<file path="src/rtl/demux_registrado.sv">
// demux_registrado: registered 1-to-CANALES demux with per-channel valid/ready; define DEMUX_CONTEO_EN for per-channel accept counters
module demux_registrado #(
  parameter int DATA_BITS = 4,
  parameter int CANALES = 4,
  parameter int COUNT_BITS = 8,
  localparam int SEL_BITS = $clog2(CANALES)
) (
  input  logic                          clk,
  input  logic                          reset,
  input  logic                          enb,
  input  logic [DATA_BITS-1:0]          entrada,
  input  logic [SEL_BITS-1:0]           selector,
  input  logic                          valid_entrada,
  output logic                          listo_entrada,
  output logic [CANALES*DATA_BITS-1:0]  salidas,
  output logic [CANALES-1:0]            valid_salida,
  input  logic [CANALES-1:0]            listo_salida,
`ifdef DEMUX_CONTEO_EN
  output logic [CANALES*COUNT_BITS-1:0] contadores,
`endif
  output logic                          error_selector
);
  logic [DATA_BITS-1:0] r_dato [CANALES];
  logic [CANALES-1:0]   r_valid;
  logic                 r_err;
  logic [CANALES-1:0]   w_match;
  logic [CANALES-1:0]   w_bloq;
  logic [CANALES-1:0]   w_carga;
  logic                 w_sel_ok;
  logic                 w_acepta;
  if (CANALES < 2 || COUNT_BITS < 1) begin : g_param_chk
    $error("demux_registrado: CANALES must be >= 2 and COUNT_BITS >= 1");
  end
  // decode selector; a full channel whose consumer is not ready blocks input
  always_comb begin
    w_match = '0;
    w_bloq  = '0;
    salidas = '0;
    for (int i = 0; i < CANALES; i++) begin
      w_match[i] = selector == SEL_BITS'(i);
      w_bloq[i]  = w_match[i] && r_valid[i] && !listo_salida[i];
      salidas[i*DATA_BITS +: DATA_BITS] = r_dato[i];
    end
  end
  assign w_sel_ok       = |w_match;
  assign listo_entrada  = enb && !(|w_bloq);
  assign w_acepta       = valid_entrada && listo_entrada;
  assign w_carga        = w_acepta ? w_match : '0;
  assign valid_salida   = r_valid;
  assign error_selector = r_err;
  // load on accept, drain on consumer handshake; a load in the drain cycle keeps the channel full
  always_ff @(posedge clk or posedge reset) begin
    if (reset) begin
      for (int i = 0; i < CANALES; i++) r_dato[i] <= '0;
      r_valid <= '0;
      r_err   <= 1'b0;
    end else begin
      for (int i = 0; i < CANALES; i++) if (w_carga[i]) r_dato[i] <= entrada;
      r_valid <= w_carga | (r_valid & ~listo_salida);
      r_err   <= w_acepta && !w_sel_ok;
    end
  end
`ifdef DEMUX_CONTEO_EN
  logic [COUNT_BITS-1:0] r_cont [CANALES];
  // count words accepted per channel, wrapping; dropped words never match a channel
  always_ff @(posedge clk or posedge reset) begin
    if (reset) for (int i = 0; i < CANALES; i++) r_cont[i] <= '0;
    else for (int i = 0; i < CANALES; i++) if (w_carga[i]) r_cont[i] <= r_cont[i] + COUNT_BITS'(1);
  end
  // flatten counters onto the output bus
  always_comb begin
    contadores = '0;
    for (int i = 0; i < CANALES; i++) contadores[i*COUNT_BITS +: COUNT_BITS] = r_cont[i];
  end
`endif
endmodule

</file>
<file path="config.mk">
export PLATFORM = sky130hd
export DESIGN_NAME = demux_registrado
export DESIGN_NICKNAME = d
export VERILOG_FILES = /design/src/rtl/demux_registrado.sv
export SDC_FILE = /design/constraint.sdc
export NUM_CORES = 1
export LEC_CHECK = 0
export ABC_AREA = 1
export CAP_MARGIN = 20
export CELL_PAD_IN_SITES_DETAIL_PLACEMENT = 0
export CELL_PAD_IN_SITES_GLOBAL_PLACEMENT = 2
export CORE_AREA = 2 2 70 72
export CTS_CLUSTER_SIZE = 8
export DETAILED_ROUTE_END_ITERATION = 10
export DIE_AREA = 0 0 72 74
export MAX_ROUTING_LAYER = met4
export PLACE_DENSITY_LB_ADDON = 0.12
export REMOVE_ABC_BUFFERS = 1
export SLEW_MARGIN = 20
export SYNTH_ARGS = -nofsm -noshare
export SYNTH_HDL_FRONTEND = slang
export SYNTH_SLANG_ARGS = --single-unit
</file>
<file path="constraint.sdc">
create_clock -name clk -period 1.2 [get_ports clk]
set_clock_uncertainty 0.2 [all_clocks]
set_input_delay 0.3 -clock clk [delete_from_list [all_inputs] [get_ports clk]]
set_output_delay 0.3 -clock clk [all_outputs]
set_load 0.02 [all_outputs]
</file>
## After elaboration in Yosys (flattened, before gate mapping)

Index checks and enable logic that the tools add are counted.

| storage, ports and cells | value |
|---|---|
| output and inout bits | 22 |
| flip-flop bits (word level) | 21 |
| input bits | 14 |
| logic and storage cells | 33 |

| operators by class | value |
|---|---|
| bitwise gates (word level) | 3 |
| mux-type cells | 1 |
| reduce and logical (&&, ||, !) cells | 20 |
| eq/ne operators | 3 |

Operator list:

| kind | count |
|---|---|
| logical AND 1 bit | 11 |
| OR reduction 4 bit | 2 |
| zero test 1 bit | 6 |
| bitwise AND 4 bit | 1 |
| == test 2 bit, second input constant | 2 |
| two-way mux 4 bit | 1 |
| NOT 4 bit | 1 |
| bitwise OR 4 bit | 1 |
| == test 2 x 1 -> 1 bit, second input constant | 1 |
| zero test 2 bit | 1 |

## Logic depth before layout (Yosys ltp)

| depth | value |
|---|---|
| word-level depth | 9 |
| depth in mapped cells | 8 |
| depth with buffers taken out | 8 |

## Least setup slack after synthesis

No wires, ideal clock.

| timing | value |
|---|---|
| path type | reg-to-output |
| from | reg r_valid[3] (netlist: valid_salida[3]) |
| to | out listo_entrada |
| cell stages (with the launch flop) | 7 |
| path buffers | 1 |
| required time | 700 ps |
| arrival time | 1037 ps |
| setup slack | -337 ps |
| cell sequence | dfrtp_1 inv_1 nor2_1 nand2_1 nand3_2 nor2_4 buf_6 |

| between the ends | value |
|---|---|
| longest elaborated chain between the ends | 5 |

Ends and longest elaborated chain:

| item | line | source |
|---|---|---|
| start, declared | 24 | `logic [CANALES-1:0] r_valid;` |
| start signal, assigned | 59 | `r_valid <= w_carga \| (r_valid & ~listo_salida);` |
| logical AND 1 bit (2 in series) | 41 | `w_bloq[i] = w_match[i] && r_valid[i] && !listo_salida[i];` |
| OR reduction 4 bit | 46 | `assign listo_entrada = enb && !(\|w_bloq);` |
| zero test 1 bit | 46 |  |
| logical AND 1 bit | 46 |  |
| end, declared | 14 | `output logic listo_entrada,` |

Every way passes these cells.

## Worst setup path after layout

| timing | value |
|---|---|
| from | reg r_valid[2] (netlist: valid_salida[2]) |
| to | out listo_entrada |

The elaborated chain is that of the path after synthesis.

==> impl_metrics.csv <==
group,metric,value,unit
run_status,violations,"negative setup slack",
place,dp.cells,216,
setup_path,critPathMaxStageDelay,0.41,ns
clock_network,clock-sinks,21,
clock_network,path_clk_slew,0.08,ns
power_and_ir_drop,pwr-share-seq,0.403,
setup_path,endpoint,"listo_entrada",
synth,syn_inst,112,
synth,synth.cell_area,963,sq um
synth,yosys_register_bits,21,
timing,min_period_over_period,1.38,
grt,grt_max_degree,22,
die,dieArea,5330,sq um
power_and_ir_drop,finalPower,2.27,mW
grt,grt_antenna_before_repair,0,
clock_network,tritoncts,"built",
setup_path,ff2ff_setup_slack,-0.35,ns
setup_path,required,0.70,ns
power_and_ir_drop,swShare,0.320,
routing,vias,1024,
die,coreArea,4600,sq um
setup_path,worst_r2r_path_depth,9,
setup_path,crit_start,"valid_salida[2]",
setup_path,critical_path_buf_inv_count,2,
die,ios,36,
setup_path,critPathCaptureType,"output pin",
setup_path,worstPathMaxFanout,2,
layout,drive_gt1_frac,0.495,
clock_network,cts_hold_buf,0,
power_and_ir_drop,clock_power_share,0.209,
grt,grt_util_all_layers,0.119,
setup_path,crit_family,"flip-flops",
worst_hold_path,hold_path_class,"input pin to asynchronous set/reset pin",
timing,timing.fmax,0.604,GHz
clock_network,clk_path_buf_depth,2,
place,portBuffers,35,
clock_network,clk-insertion-delay-late,0.26,ns
run_status,status,"complete, but fails checks",
clock_network,h-tree-depth,1,
power_and_ir_drop,ir_drop,520,uV
power_and_ir_drop,total_leakage_power,0.953,nW
timing,rsz0062_at_grt,"true",
synth,yosysTopAreaCellShare,0.545,
place,dp_slack,-1.19,ns
setup_path,path_cells,"inv_2 -> nor2_2 -> nand2_2 -> nand3_2 -> nor2_4 -> buf_6",
layout,final_cell_mix,"nand2_1 (33), buf_6 (33), buf_4 (26), dfrtp_1 (21), nand4_1 (20)",
setup_path,r2r_start,"valid_salida[1]",
synth,ys_types,15,
die,floorplan.initialDensity,0.210,
power_and_ir_drop,power_frac_comb,0.389,
routing,drt-wirelength-per-cell,12.3,um
synth,synth_area_per_cell,8.60,sq um
setup_path,critical_path_class,"flip-flop to output pin",
power_and_ir_drop,internal-power,1.54,mW
layout,final_util,0.399,
layout,area_growth_syn_to_layout,90.3,%
layout,stdcell_count,240,
setup_path,crit_path_start_kind,"flip-flop",
synth,yosysSeqAreaShare,0.545,
power_and_ir_drop,p_per_area,1240,nW/um^2
routing,drt-total-wl,2.95,mm
place,dpl.hpwl,2.05,mm
grt,first_global_vias,1041,
routing,dr.first_iter.drc_count,20,
timing,finalMaxSlewViolations,0,
place,gp_congestion,0.729,
routing,drtPass1Iterations,4,
layout,antenna_cells,0,
grt,grt_overflow,0,
timing,finalHoldViolCount,0,
die,num_rows,25,
routing,drc,0,
setup_path,crit_path_top_delay_cell,"dfrtp_1",
routing,ant_nets,0,
grt,grt_pass1_wl,4.75,mm
clock_network,cts-root-buf,"clkbuf_8",
timing,setup_viol,42,
synth,synth_top_cells_by_area,"dfrtp_1 (55%), nand2_1 (16%), nand4_1 (13%), inv_1 (3.1%), nor2_4 (2.3%)",
layout,nNetsFinal,201,
flow_run,max_cap_viol_count,0,
setup_path,path_depth,6,
synth,yosys_warnings,0,
routing,vias_per_cell,4.27,
setup_path,r2r_end,"valid_salida[1]",
power_and_ir_drop,p_sw,0.728,mW
die,die_y,74,um
timing,worst_slack,-0.456,ns
setup_path,arrival,1.16,ns
timing,period_needed,1.66,ns
timing,hold_slack,0.158,ns
synth,yosysTopAreaCell,"dfrtp_1",
die,die_x,72,um
clock_network,cts_buffers,3,
## worst register-to-register path: cells and delay by family, from the launching register on
family,cells,cell delay (ns)
AND/OR/NAND/NOR,2,0.09
buffers and inverters,7,0.82
flip-flops,1,0.37
## metrics by stage
stage / instance area (sq um) / setup TNS (ns)
2_1_floorplan: 942 / -5.59
3_3_place_gp: 1510 / -26.22
3_5_place_dp: 1510 / -26.33
4_1_cts: 1750 / -8.78
5_1_grt: 1830 / -10.96
6_report: 1830 / -8.05
## Yosys cell counts
library cell  instances
o21ai_0               2
nor2_1                5
buf_2                 2
dfrtp_1              21
buf_6                 1
inv_1                 8
nor2_4                2
nand3_2               1
nand3_1               2
nand4_1              20
nand2_1              41
conb_1                1
nor2_2                3
nand2_2               1
inv_2                 2
## sequential cells by signal, indices dropped and copies added, names as in the netlist
register and count:
error_selector 1, valid_salida 4, salidas 16
## power groups by stage
| stage | logic, mW | clock network [mW] | registers (mW) |
|---|---|---|---|
| after global placement | 0.744 | 0 | 0.905 |
| after floorplan | 0.147 | 0 | 1.06 |
| after global routing | 0.955 | 0.540 | 0.930 |
| final | 0.883 | 0.474 | 0.915 |
| after CTS | 0.842 | 0.512 | 0.917 |
| after detailed placement | 0.744 | 0 | 0.907 |
## final cells by class
type / count / area [sq um]
timing repair buffer: 73 / 714
tap: 54 / 67.6
inverter: 10 / 37.5
clock buffer: 3 / 41.3
multi-input combinational: 78 / 442
clock inverter: 1 / 5.00
sequential: 21 / 526
fill: 471 / 2770
## worst min path at each step
stage | slack (ns) | depth (start not counted) | startpoint | endpoint
after floorplan | 0.08 | 1 | reset | error_selector
after global placement | 0.26 | 2 | salidas[14] | salidas[14]
after detailed placement | 0.26 | 2 | salidas[0] | salidas[0]
after CTS | 0.14 | 2 | listo_salida[2] | valid_salida[2]
after global routing | 0.16 | 2 | listo_salida[2] | valid_salida[2]
final | 0.16 | 3 | reset | salidas[13]
## timing repair
item                                    in CTS  in global routing
pin swaps                                   12                 11
resized for setup                          163                 14
endpoints found under the setup margin      42                 42
setup buffers                               19                  8
cloned                                       0                  0
## kinds of logic after synthesis
kind of cell,share of synthesized area
and+or+nand+nor,0.379
DFF,0.545
buffers and inverters,0.0610
AOI/OAI and AO/OA,0.0104
other,0.00389
## metal layers
metal,wire [um],vias to the layer above,GRT usage
li1,-,519,-
met1,1370,475,0.152
met2,1440,26,0.191
met3,116,4,0.0217
met4,27,0,0.0419
met5,0,-,-
(Power assumes the default switching activity.)
